===== src/rtl/ps2_key_controller.sv =====
// PS/2 set-2 scancode sequencer: held-key state for two Pong paddles plus a serve strobe.
// Optional macro KEYCTL_LAST_WINS_EN: with both directions held, the most recent press wins (else cancel).
module ps2_key_controller #(
   parameter int unsigned TIMEOUT_CYCLES = 100000,
   parameter logic [7:0]  P1_UP_CODE     = 8'h1D,
   parameter logic [7:0]  P1_DN_CODE     = 8'h1B,
   parameter logic [7:0]  P2_UP_CODE     = 8'h75,
   parameter logic [7:0]  P2_DN_CODE     = 8'h72,
   parameter logic [7:0]  SERVE_CODE     = 8'h29
) (
   input  logic       clk,
   input  logic       rst,
   input  logic       byte_valid,
   input  logic [7:0] byte_data,
   output logic       p1_up,
   output logic       p1_down,
   output logic       p2_up,
   output logic       p2_down,
   output logic       serve_pulse,
   output logic       err_pulse
);

   localparam int unsigned CW = $clog2(TIMEOUT_CYCLES + 1);
   localparam logic [CW-1:0] CNT_MAX = CW'(TIMEOUT_CYCLES - 1);

   typedef enum logic [1:0] {IDLE, EXT, BRK, EXT_BRK} state_t;

   state_t        state, state_n;
   logic [CW-1:0] cnt;
   logic          p1u_h, p1d_h, p2u_h, p2d_h, srv_h;
   logic          p1u_n, p1d_n, p2u_n, p2d_n, srv_n;
   logic          serve_n, err_n, dec, ext, brk, make;
   logic [1:0]    p1_res, p2_res;

`ifdef KEYCTL_LAST_WINS_EN
   // Priority bit = 1 when the down key was the most recent fresh press.
   logic p1_prio, p2_prio, p1_prio_n, p2_prio_n;

   function automatic logic [1:0] resolve(input logic up, input logic dn, input logic prio);
      if (up && dn) return prio ? 2'b01 : 2'b10;
      return {up, dn};
   endfunction

   assign p1_res = resolve(p1u_n, p1d_n, p1_prio_n);
   assign p2_res = resolve(p2u_n, p2d_n, p2_prio_n);
`else
   function automatic logic [1:0] resolve(input logic up, input logic dn);
      if (up && dn) return 2'b00;
      return {up, dn};
   endfunction

   assign p1_res = resolve(p1u_n, p1d_n);
   assign p2_res = resolve(p2u_n, p2d_n);
`endif

   always_comb begin
      state_n = state;
      p1u_n   = p1u_h;
      p1d_n   = p1d_h;
      p2u_n   = p2u_h;
      p2d_n   = p2d_h;
      srv_n   = srv_h;
`ifdef KEYCTL_LAST_WINS_EN
      p1_prio_n = p1_prio;
      p2_prio_n = p2_prio;
`endif
      serve_n = 1'b0;
      err_n   = 1'b0;
      dec     = 1'b0;
      ext     = (state == EXT) || (state == EXT_BRK);
      brk     = (state == BRK) || (state == EXT_BRK);
      make    = !brk;

      if (byte_valid) begin
         case (byte_data)
            8'h00, 8'hFF: begin
               p1u_n   = 1'b0;
               p1d_n   = 1'b0;
               p2u_n   = 1'b0;
               p2d_n   = 1'b0;
               srv_n   = 1'b0;
`ifdef KEYCTL_LAST_WINS_EN
               p1_prio_n = 1'b0;
               p2_prio_n = 1'b0;
`endif
               state_n = IDLE;
               err_n   = 1'b1;
            end
            8'hAA, 8'hFA, 8'hFE: state_n = IDLE;
            8'hE0:               state_n = EXT;
            8'hF0:               state_n = ext ? EXT_BRK : BRK;
            default: begin
               state_n = IDLE;
               dec     = 1'b1;
            end
         endcase
      end else if (state != IDLE && cnt == CNT_MAX) begin
         state_n = IDLE;
         err_n   = 1'b1;
      end

      if (dec) begin
         if (!ext) begin
            if (byte_data == P1_UP_CODE) begin
`ifdef KEYCTL_LAST_WINS_EN
               if (make && !p1u_h) p1_prio_n = 1'b0;
`endif
               p1u_n = make;
            end else if (byte_data == P1_DN_CODE) begin
`ifdef KEYCTL_LAST_WINS_EN
               if (make && !p1d_h) p1_prio_n = 1'b1;
`endif
               p1d_n = make;
            end else if (byte_data == SERVE_CODE) begin
               serve_n = make && !srv_h;
               srv_n   = make;
            end
         end else begin
            if (byte_data == P2_UP_CODE) begin
`ifdef KEYCTL_LAST_WINS_EN
               if (make && !p2u_h) p2_prio_n = 1'b0;
`endif
               p2u_n = make;
            end else if (byte_data == P2_DN_CODE) begin
`ifdef KEYCTL_LAST_WINS_EN
               if (make && !p2d_h) p2_prio_n = 1'b1;
`endif
               p2d_n = make;
            end
         end
      end
   end

   always_ff @(posedge clk) begin
      if (rst) begin
         state       <= IDLE;
         cnt         <= '0;
         p1u_h       <= 1'b0;
         p1d_h       <= 1'b0;
         p2u_h       <= 1'b0;
         p2d_h       <= 1'b0;
         srv_h       <= 1'b0;
`ifdef KEYCTL_LAST_WINS_EN
         p1_prio     <= 1'b0;
         p2_prio     <= 1'b0;
`endif
         p1_up       <= 1'b0;
         p1_down     <= 1'b0;
         p2_up       <= 1'b0;
         p2_down     <= 1'b0;
         serve_pulse <= 1'b0;
         err_pulse   <= 1'b0;
      end else begin
         state       <= state_n;
         cnt         <= (byte_valid || state_n == IDLE) ? '0 : cnt + CW'(1);
         p1u_h       <= p1u_n;
         p1d_h       <= p1d_n;
         p2u_h       <= p2u_n;
         p2d_h       <= p2d_n;
         srv_h       <= srv_n;
`ifdef KEYCTL_LAST_WINS_EN
         p1_prio     <= p1_prio_n;
         p2_prio     <= p2_prio_n;
`endif
         // Outputs resolve from next-state held bits so they track the byte's own edge.
         {p1_up, p1_down} <= p1_res;
         {p2_up, p2_down} <= p2_res;
         serve_pulse <= serve_n;
         err_pulse   <= err_n;
      end
   end

endmodule


===== config.mk =====
export PLATFORM = sky130hd
export DESIGN_NAME = ps2_key_controller
export DESIGN_NICKNAME = d
export VERILOG_FILES = /design/src/rtl/ps2_key_controller.sv
export SDC_FILE = /design/constraint.sdc
export NUM_CORES = 1
export LEC_CHECK = 0
export ABC_AREA = 1
export BUFFER_PORTS_ARGS = -buffer_cell sky130_fd_sc_hd__buf_2
export CORE_MARGIN = 8
export CORE_UTILIZATION = 58
export CTS_CLUSTER_DIAMETER = 100
export CTS_CLUSTER_SIZE = 40
export DETAILED_ROUTE_END_ITERATION = 16
export PLACE_DENSITY_LB_ADDON = 0.15
export SLEW_MARGIN = 20
export SYNTH_ARGS = -nofsm -noshare
export SYNTH_HDL_FRONTEND = slang
export SYNTH_SLANG_ARGS = --single-unit

===== constraint.sdc =====
create_clock -name clk -period 4.1 [get_ports clk]
set_clock_uncertainty 0.1 [all_clocks]
set_input_delay 0.41 -clock clk [delete_from_list [all_inputs] [get_ports clk]]
set_output_delay 0.41 -clock clk [all_outputs]
set_load 0.05 [all_outputs]

==> results.md, run 1 <==
* CTS H-tree lvls at 2
* First-pass GRT wire length at 5306 µm
* GRT overflow at 0
* Vias at 1420
* Clk_lat worst skew at 0.32 ns
* Sw power at 119.2 µW
* FFs w/ async S/R, synth at 0%
* Tightest Pin Transition at 0.2967 ns
* Initial antenna violation count at 0
* Die height at 68.71 µm
* Slew headroom at 80.07%
* Postcts setup bufs at 0
* Sw frac at 21.15%
* Slowest-stage cell, CP: dfxtp_1
* Post-placement cell count at 282
* Num rows at 19
* Number of synthesized flops with an enable pin at 0
* Area growth, synth to finish at 11.72%
* Crit path arrival time at 1.84 ns
* Crit path launch type: register
* Wire per inst at 10.37 µm
* CTS tree: yes
* Area of the core at 2686 µm²
* Synth top cells by count: nor2_1 (56), nand2_1 (41), inv_1 (34)
* Crit-path cells: ha_1, nand2_2, nor3_4, nand3_2, nor2_1, nand2_1, xor2_1, nor2_1
* CTS Buf Count at 5
* Post-detail-place hpwl at 2285 µm
* Reg-to-reg slack, setup at 2.38 ns
* Slew Viols, Final at 0
* Ant diodes at 0
* Drt via density at 4.913
* DRC viols at 0
* Clock network power share at 42.2%
* Seq cells post-synth at 30
* RSZ-0062 raised after global routing: no
* 1st-iter DRT viols at 52
* Comb pwr share at 5.7%
* Setup TNS at 0 ns
* Average size of a mapped cell at 6.829 µm²
* Data required, critical path at 4.22 ns
* Global placer's final weighted congestion at 0.8094
* Layout Nets at 270
* Mapped Area at 1612 µm²
* Hold slack at 0.2295 ns
* Mapped Cells at 236
* Max Cap Violations at 0
* Setup violators final at 0
* Synth top area cells: dfxtp_1 (37%), nor2_1 (13%), nand2_1 (9.5%), inv_1 (7.9%), nand3_1 (7.1%)
* Post-CTS resize count at 0
* Chip width at 68.71 µm
* CP endpoint kind: register
* Post-route total power at 563.7 µW
* Cell Pwr Density at 313.1 nW/µm²
* Vias in the first global route at 1325
* CTS Hold Bufs at 0
* Cell Int Power at 444.5 µW
* Critical path class: reg2reg
* Final instance count without filler cells at 289
* CTS Buffer Depth at 2
* Clock root cell: clkbuf_4
* Initial core utilization at 59.99%
* CTS sink cnt at 30
* Highest clock rate at 581.1 MHz
* Cell taking the most area after synthesis: dfxtp_1
* Share of cells above drive strength 1 at 15.89%
* P_leak at 0.0008357 µW
* Filler cells at 249
* I/O pin total at 17
* Final hold violation count at 0
* Clk pin slew, worst setup/hold paths at 0.09 ns
* Register area share after synthesis at 37.27%
* Largest net degree at the start of global routing at 18
* Yosys Warn Count at 0
* Critical Path Most Common Cell: nor2_1
* CP peak stage delay at 0.36 ns
* Top FF cell, synth: dfxtp_1
* Reg power frac at 52.0%
* Hold Path Class: in2reg
* Netlist cell types at 25
* Total Routing Usage GR at 14.90%
* IO Port Bufs at 16
* Detailed Route WL at 2996 µm
* TritonRoute pass-1 iters at 4
* Post-synth top area share at 37.27%
* Final worst-path cycle share at 41.98%
* Max FO, Critical Path at 3
* Die area at 4721 µm²
* Crit path time final at 1.721 ns
* Status: completed
* Syn nets at 248
* Most common cell in the netlist: nor2_1
* Post-DRT Antenna Nets at 0
* Peak VDD IR at 0.2505 mV
==> flip-flops by register name, summed over array words and instances, names as in the netlist <==
signal and flops:
p1d_h 1, p2d_h 1, p2_down 1, p1_down 1, p1_up 1, srv_h 1
cnt 17, err_pulse 1, state 2, p2_up 1, p2u_h 1, p1u_h 1
serve_pulse 1
==> cells by family (layout without fill, tap and decap cells) <==
group | Yosys count | after routing | synth area share (%)
adders and majority gates | 1 | 1 | 0.7763
xor gates and xnor gates | 15 | 15 | 8.152
AOI/OAI and AO/OA | 3 | 3 | 1.164
and+or+nand+nor | 150 | 150 | 43.56
DFF | 30 | 30 | 37.27
buffers and inverters | 37 | 59 | 9.083
==> cells in the final DEF, fill, tap and decap left out <==
| master | synthesis | final |
|---|---|---|
| bufinv_16 | 0 | 1 |
| xnor2_1 | 4 | 4 |
| inv_2 | 1 | 1 |
| nor2_2 | 3 | 3 |
| ha_1 | 1 | 1 |
| nand2_4 | 1 | 1 |
| clkbuf_8 | 0 | 1 |
| o21ai_2 | 1 | 1 |
| nand3_2 | 3 | 3 |
| inv_1 | 34 | 34 |
| clkbuf_4 | 0 | 5 |
| nor2_1 | 56 | 56 |
| buf_2 | 0 | 16 |
| nand4_1 | 9 | 9 |
| o21ai_1 | 1 | 1 |
| clkinv_1 | 1 | 1 |
| dfxtp_1 | 30 | 30 |
| nor3_2 | 2 | 2 |
| nor4_1 | 1 | 1 |
| nand3_1 | 23 | 23 |
| and2_1 | 1 | 1 |
| nand2_1 | 41 | 41 |
| a21oi_1 | 1 | 1 |
| xor2_1 | 11 | 11 |
| nor3_4 | 1 | 1 |
| nand2_2 | 5 | 5 |
| nor3_1 | 3 | 3 |
| nor2_4 | 1 | 1 |
==> worst paths after layout <==
check                                  startpoint            endpoint  depth (start not counted)
worst max register to register  cnt[0]$_SDFF_PP0_  cnt[16]$_SDFF_PP0_                          8
worst max-delay path            cnt[0]$_SDFF_PP0_  cnt[16]$_SDFF_PP0_                          8
worst min-delay path                          rst    srv_h$_SDFF_PP0_                          2
worst min register to register  cnt[0]$_SDFF_PP0_   cnt[0]$_SDFF_PP0_                          1
==> power groups by stage <==
stage                     logic [µW]  clock network [µW]  registers, µW
after floorplan                 20.3                   0            300
after global placement          32.0                   0            300
after detailed placement        32.1                   0            300
after CTS                       32.3                 247            293
after global routing            36.8                 259            294
final                           32.4                 238            293
==> metrics by stage <==
step	instance area (µm²)	utilization [%]	worst slack [ns]
2_1_floorplan	1612	-	2.496
3_3_place_gp	1719	64.00	2.374
3_5_place_dp	1719	64.00	2.379
4_1_cts	1800	67.02	2.375
5_1_grt	1800	67.02	2.247
6_report	1800	67.02	2.379
==> critical path: cells and delay by family (launching register included) <==
| family | cells | cell delay (ns) |
|---|---|---|
| and+or+nand+nor | 6 | 0.81 |
| DFF | 1 | 0.36 |
| adders and majority gates | 1 | 0.23 |
| xor gates and xnor gates | 1 | 0.13 |
==> metal layers <==
| layer | routed length, µm | part of all wire, % | vias up | global-route usage, % |
|---|---|---|---|---|
| met4 | 54 | 1.8 | 0 | 8.521 |
| met2 | 1381 | 46 | 18 | 25.90 |
| met3 | 172 | 5.7 | 6 | 5.008 |
| met5 | 0 | 0 | - | 0 |
| met1 | 1387 | 46 | 615 | 15.37 |
| li1 | - | - | 781 | - |
==> layout make-up <==
| type | instances | area, µm² | area share [%] |
|---|---|---|---|
| well taps | 31 | 38.79 | 2.154 |
| flip-flops and latches | 30 | 600.6 | 33.36 |
| repair buffers | 16 | 80.08 | 4.448 |
| clock buffers | 6 | 51.30 | 2.849 |
| inverters | 36 | 135.1 | 7.505 |
| multi-input cells | 169 | 864.6 | 48.02 |
| clock inverters | 1 | 30.03 | 1.668 |
No activity file was read; power rests on OpenSTA's default activity.
==> run 2: changes to the inputs <==
CORE_UTILIZATION = 52   (was 58)
clock period = 1.41 ns   (was 4.1 ns; I/O delays follow)
==> results.md, run 2 (same netlist as run 1, synthesis figures left out) <==
* Peak VDD IR at 0.5131 mV (was 0.2505 mV)
* Post-route total power at 1534 µW (was 563.7 µW)
* Clock network power share at 36.0% (was 42.2%)
* Reg power frac at 55.5% (was 52.0%)
* Area of the core at 3003 µm² (was 2686 µm²)
* Global route hottest layer: met2 (unchanged)
* Clk pin slew, worst setup/hold paths at 0.10 ns (was 0.09 ns)
* TritonRoute pass-1 iters at 4 (unchanged)
* Cell Int Power at 1139 µW (was 444.5 µW)
* Sw power at 394.7 µW (was 119.2 µW)
* Die area at 5137 µm² (was 4721 µm²)
* I/O pin total at 17 (unchanged)
* Worst Setup SP: cnt[0]$_SDFF_PP0_ (unchanged)
* Worst flop-to-flop path startpoint: cnt[0]$_SDFF_PP0_ (unchanged)
* Final setup margin at -0.08250 ns (was 2.379 ns)
* GRT overflow at 0 (unchanged)
* Drt via density at 4.888 (was 4.913)
* GR Util met3 at 4.603% (was 5.008%)
* CTS Buffer Depth at 2 (unchanged)
* Met2 track demand over resource at 28.44% (was 25.90%)
* CP endpoint kind: register (unchanged)
* Grt met1 use at 16.26% (was 15.37%)
* DRC viols at 0 (unchanged)
* P_leak at 0.001034 µW (was 0.0008357 µW)
* Max FO, Critical Path at 8 (was 3)
* Clk_lat worst skew at 0.33 ns (was 0.32 ns)
* IO Port Bufs at 16 (unchanged)
* Total Routing Usage GR at 15.52% (was 14.90%)
* Final hold violation count at 0 (unchanged)
* RSZ-0062 raised after global routing: yes (was no)
* Global placer's final weighted congestion at 0.8963 (was 0.8094)
* Most common cell after layout, fill and taps aside: nor2_1 (unchanged)
* Wire per inst at 11.32 µm (was 10.37 µm)
* Hold Path Class: in2reg (unchanged)
* Initial core utilization at 53.67% (was 59.99%)
* Layout Nets at 307 (was 270)
* Setup violators final at 18 (was 0)
* Ant diodes at 0 (unchanged)
* CTS H-tree lvls at 2 (unchanged)
* Vias at 1608 (was 1420)
* Slew Viols, Final at 0 (unchanged)
* Initial antenna violation count at 0 (unchanged)
* Die height at 71.67 µm (was 68.71 µm)
* Largest Register: cnt (unchanged)
* Number of flip-flops in the largest register at 17 (unchanged)
* Failing checks: setup timing
* Comb pwr share at 8.4% (was 5.7%)
* Highest clock rate at 670.0 MHz (was 581.1 MHz)
* Most frequent cells in the layout: nor2_1 (53), nand2_1 (39), buf_4 (35), inv_1 (34), dfxtp_1 (24) (was nor2_1 (56), nand2_1 (41), inv_1 (34), dfxtp_1 (30), nand3_1 (23))
* Setup TNS at -1.324 ns (was 0 ns)
* Slew headroom at 55.51% (was 80.07%)
* CTS sink cnt at 30 (unchanged)
* Detailed Route WL at 3724 µm (was 2996 µm)
* Data required, critical path at 1.54 ns (was 4.22 ns)
* Area growth, synth to finish at 35.48% (was 11.72%)
* CTS tree: yes (unchanged)
* CTS Buf Count at 5 (unchanged)
* Post-detail-place hpwl at 2721 µm (was 2285 µm)
* Chip width at 71.67 µm (was 68.71 µm)
* Tightest Pin Transition at 0.6649 ns (was 0.2967 ns)
* Crit path launch type: register (unchanged)
* 1st-iter DRT viols at 70 (was 52)
* Sw frac at 25.74% (was 21.15%)
* Vias in the first global route at 1579 (was 1325)
* Share of cells above drive strength 1 at 32.09% (was 15.89%)
* Clock root cell: clkbuf_4 (unchanged)
* Max Cap Violations at 0 (unchanged)
* Post-DRT Antenna Nets at 0 (unchanged)
* Reg-to-reg slack, setup at -0.08 ns (was 2.38 ns)
* Status: complete, but fails checks (was completed)
* Final worst-path cycle share at 105.9% (was 41.98%)
* Critical path class: reg2reg (unchanged)
* Crit path time final at 1.492 ns (was 1.721 ns)
* Cell Pwr Density at 702.4 nW/µm² (was 313.1 nW/µm²)
* Num rows at 20 (was 19)
* End point of the critical path: cnt[9]$_SDFF_PP0_ (was cnt[16]$_SDFF_PP0_)
* Biggest regs: cnt (17), state (2) (unchanged)
* Crit path arrival time at 1.62 ns (was 1.84 ns)
* Largest net degree at the start of global routing at 11 (was 18)
* Worst r2r path cells at 8 (unchanged)
* Worst r2r dst: cnt[9]$_SDFF_PP0_ (was cnt[16]$_SDFF_PP0_)
* First-pass GRT wire length at 6444 µm (was 5306 µm)
==> run 2: cell count changes in the layout (fill, tap and decap cells not counted), moves of 2 or more <==
cell     delta
nor3_4      +2
nand2_8     +2
dfxtp_2     +6
nor2_2      +2
nand2_1     -2
nand3_1     -3
dfxtp_1     -6
nand3_4     +2
nor2_1      -3
buf_4      +35
==> run 2: how the worst min path moves through the flow <==
stage,from,end,cells past startpoint,slack [ns]
CTS,byte_data[0],serve_pulse$_SDFF_PP0_,5,0.1
global placement,rst,state[0]$_SDFF_PP0_,2,0.30
floorplan,rst,err_pulse$_SDFF_PP0_,1,0.11
detailed placement,rst,state[0]$_SDFF_PP0_,2,0.30
finish,byte_data[0],serve_pulse$_SDFF_PP0_,5,0.12
global route,byte_data[0],serve_pulse$_SDFF_PP0_,5,0.13
==> run 2: power by group through the flow <==
stage | Clock, µW | Combinational (µW) | Sequential (µW)
2_1_floorplan | 0 | 58.9 | 873
3_3_place_gp | 0 | 109 | 871
3_5_place_dp | 0 | 110 | 871
4_1_cts | 577 | 122 | 852
5_1_grt | 611 | 146 | 852
6_report | 553 | 129 | 852
==> run 2: area by class of cell <==
class | instances | area [µm²]
Multi-Input combinational cell | 170 | 982.2
Fill cell | 267 | 819.5
Sequential cell | 30 | 608.1
Timing Repair Buffer | 52 | 352.8
Inverter | 36 | 135.1
Clock buffer | 6 | 51.30
Tap cell | 33 | 41.29
Clock inverter | 2 | 12.51
==> run 2: critical path, stage by stage (launching register included) <==
cell,delay [ns]
dfxtp_2,0.37
ha_4,0.15
nand3_2,0.12
nor3_4,0.14
nand3_2,0.14
nand2_2,0.13
nand2_4,0.09
nand2_8,0.10
nor2_1,0.05
==> run 2: metrics by stage <==
stage | util [%] | setup WS [ns] | hold WS, ns | cell area [µm²] | cells
final | 72.71 | -0.08250 | 0.1225 | 2183 | 329
after global routing | 72.71 | -0.1771 | 0.1283 | 2183 | 329
after CTS | 70.71 | -0.07964 | 0.09751 | 2123 | 328
after global placement | 66.42 | -0.08423 | 0.2981 | 1994 | 317
after floorplan | - | -0.03732 | 0.1101 | 1637 | 236
after detailed placement | 66.42 | -0.1104 | 0.3007 | 1994 | 317
==> run 2: what timing repair did <==
item,4_1_cts,5_1_grt
gates resized for setup,8,10
cloned,1,0
endpoints found under the setup margin,17,22
buffers inserted,1,1
hold buffers,1,0
pin swaps,2,4
hold endpoints to repair,4,0
==> run 2: metal layers <==
layer | routed length (µm) | part of all wire [%]
met1 | 1534 | 41
met2 | 2006 | 54
met3 | 141 | 3.8
met4 | 42 | 1.1
met5 | 0 | 0
==> run 3: changes to the inputs <==
CELL_PAD_IN_SITES_DETAIL_PLACEMENT = 1   (was unset)
CELL_PAD_IN_SITES_GLOBAL_PLACEMENT = 2   (was unset)
CORE_UTILIZATION = 29   (was 52)
==> results.md, run 3 (same netlist as run 1, synthesis figures left out) <==
* Area of the core at 5439 µm² (was 3003 µm²)
* Post-detail-place hpwl at 3507 µm (was 2721 µm)
* 1st-iter DRT viols at 59 (was 70)
* Peak VDD IR at 0.4251 mV (was 0.5131 mV)
* Setup violators final at 20 (was 18)
* CP peak stage delay at 0.35 ns (was 0.37 ns)
* Initial antenna violation count at 0 (unchanged)
* DRC viols at 0 (unchanged)
* Largest delay share family, worst path: simple AND/OR/NAND/NOR gates (unchanged)
* CP endpoint kind: register (unchanged)
* Final worst-path cycle share at 109.6% (was 105.9%)
* Die height at 90.55 µm (was 71.67 µm)
* Chip width at 90.55 µm (was 71.67 µm)
* RSZ-0062 raised after global routing: yes (unchanged)
* Area growth, synth to finish at 45.57% (was 35.48%)
* Clk_lat worst skew at 0.29 ns (was 0.33 ns)
* Die area at 8198 µm² (was 5137 µm²)
* Tightest Pin Transition at 0.8931 ns (was 0.6649 ns)
* Drt via density at 4.344 (was 4.888)
* Number of flip-flops in the largest register at 17 (unchanged)
* Clock root cell: clkbuf_8 (was clkbuf_4)
* CTS Buffer Depth at 2 (unchanged)
* Max FO, Critical Path at 4 (was 8)
* Data required, critical path at 1.48 ns (was 1.54 ns)
* Biggest regs: cnt (17), state (2) (unchanged)
* Largest net degree at the start of global routing at 11 (unchanged)
* First-pass GRT wire length at 7741 µm (was 6444 µm)
* Crit path launch type: register (unchanged)
* Crit-path cells: ha_4, nand3_4, nor3_4, nand3_4, nand2_4, nand2_8, nand2_4, nor2_1 (was ha_4, nand3_2, nor3_4, nand3_2, nand2_2, nand2_4, nand2_8, nor2_1)
* Filler cells at 713 (was 267)
* Layout Nets at 314 (was 307)
* Critical path class: reg2reg (unchanged)
* Final hold violation count at 0 (unchanged)
* Wire per inst at 12.31 µm (was 11.32 µm)
* TritonRoute pass-1 iters at 2 (was 4)
* Post-route total power at 1726 µW (was 1534 µW)
* Cell Pwr Density at 735.7 nW/µm² (was 702.4 nW/µm²)
* Final setup margin at -0.1352 ns (was -0.08250 ns)
* Buf+Inv Stages, Crit Path at 0 (unchanged)
* I/O pin total at 17 (unchanged)
* Post-DRT Antenna Nets at 0 (unchanged)
* Slew headroom at 40.24% (was 55.51%)
* Most frequent cells in the layout: nor2_1 (49), buf_4 (42), nand2_1 (38), inv_1 (34), dfxtp_1 (24) (was nor2_1 (53), nand2_1 (39), buf_4 (35), inv_1 (34), dfxtp_1 (24))
* Ant diodes at 0 (unchanged)
* CTS tree: yes (unchanged)
* Largest Register: cnt (unchanged)
* Clk pin slew, worst setup/hold paths at 0.06 ns (was 0.10 ns)
* Final instance count without filler cells at 375 (was 329)
* P_leak at 0.001074 µW (was 0.001034 µW)
* CTS Buf Count at 5 (unchanged)
* Vias in the first global route at 1750 (was 1579)
* IO Port Bufs at 16 (unchanged)
* Detailed Route WL at 4617 µm (was 3724 µm)
* Crit path time final at 1.545 ns (was 1.492 ns)
* Initial core utilization at 29.63% (was 53.67%)
* CTS sink cnt at 30 (unchanged)
* Global placer's final weighted congestion at 0.8135 (was 0.8963)
* Max Cap Violations at 0 (unchanged)
* Slew Viols, Final at 0 (unchanged)
* Post-placement cell count at 364 (was 317)
* Num rows at 27 (was 20)
* CTS H-tree lvls at 2 (unchanged)
* Highest clock rate at 647.2 MHz (was 670.0 MHz)
* Share of cells above drive strength 1 at 35.31% (was 32.09%)
* Slowest-stage cell, CP: dfxtp_2 (unchanged)
* Hold Path Class: in2reg (unchanged)
* Total Routing Usage GR at 11.73% (was 15.52%)
* Most common cell after layout, fill and taps aside: nor2_1 (unchanged)
* Failing checks: setup timing (unchanged)
* GRT overflow at 0 (unchanged)
* Crit path arrival time at 1.62 ns (about the same)
* Vias at 1629 (was 1608)
* Status: complete, but fails checks (unchanged)
## run 3: repair_timing
| item | in CTS | in global routing |
|---|---|---|
| endpoints found under the setup margin | 17 | 24 |
| cloned | 1 | 1 |
| buffers inserted | 0 | 1 |
| gates resized for setup | 10 | 16 |
| pin swaps | 2 | 3 |
| hold buffers | 0 | 0 |
## run 3: report_power, final
part,switching (µW),leakage (µW),internal [µW]
Combinational,91.4,0.000780,59.2
Sequential,1.88,0.000245,850
Clock,330,0.0000482,393
## run 3: worst paths after layout
kind,to,from,slack (ns),cells past startpoint
setup reg to reg,cnt[6]$_SDFF_PP0_,cnt[0]$_SDFF_PP0_,-0.14,8
hold reg to reg,cnt[0]$_SDFF_PP0_,cnt[0]$_SDFF_PP0_,0.34,1
hold / removal,state[1]$_SDFF_PP0_,rst,0.02,2
setup / recovery,cnt[6]$_SDFF_PP0_,cnt[0]$_SDFF_PP0_,-0.14,8
## run 3: worst reg2reg max path, delay by kind of cell (launching register included)
| family | cells | cell delay, ns |
|---|---|---|
| fa+ha+maj | 1 | 0.16 |
| flops | 1 | 0.35 |
| simple gates | 7 | 0.83 |
## run 3: cell type report
type	count	area, µm²	share of cell area, %
Clock inverter	1	5.005	0.2133
Sequential cell	30	608.1	25.92
Tap cell	72	90.09	3.840
Timing Repair Buffer	58	395.4	16.85
Multi-Input combinational cell	171	1026	43.73
Inverter	36	135.1	5.760
Clock buffer	7	86.33	3.680
## run 3: layer usage
metal,vias up,GRT usage (%),part of all wire [%]
met4,0,5.687,2.2
met3,9,2.909,2.9
li1,866,-,-
met2,14,21.44,54
met5,-,0,0
met1,740,12.14,41
## run 3: stage by stage
| stage | area (µm²) | hold WS [ns] | setup WS [ns] | util, % | setup TNS, ns |
|---|---|---|---|---|---|
| floorplan | 1637 | 0.1101 | -0.03732 | - | -0.3554 |
| global placement | 2103 | 0.3156 | -0.1128 | 38.67 | -2.673 |
| detailed placement | 2103 | 0.3157 | -0.1546 | 38.67 | -3.277 |
| CTS | 2251 | 0.01563 | -0.08246 | 41.38 | -1.200 |
| global route | 2346 | 0.02798 | -0.2387 | 43.13 | -4.163 |
| finish | 2346 | 0.02172 | -0.1352 | 43.13 | -2.266 |
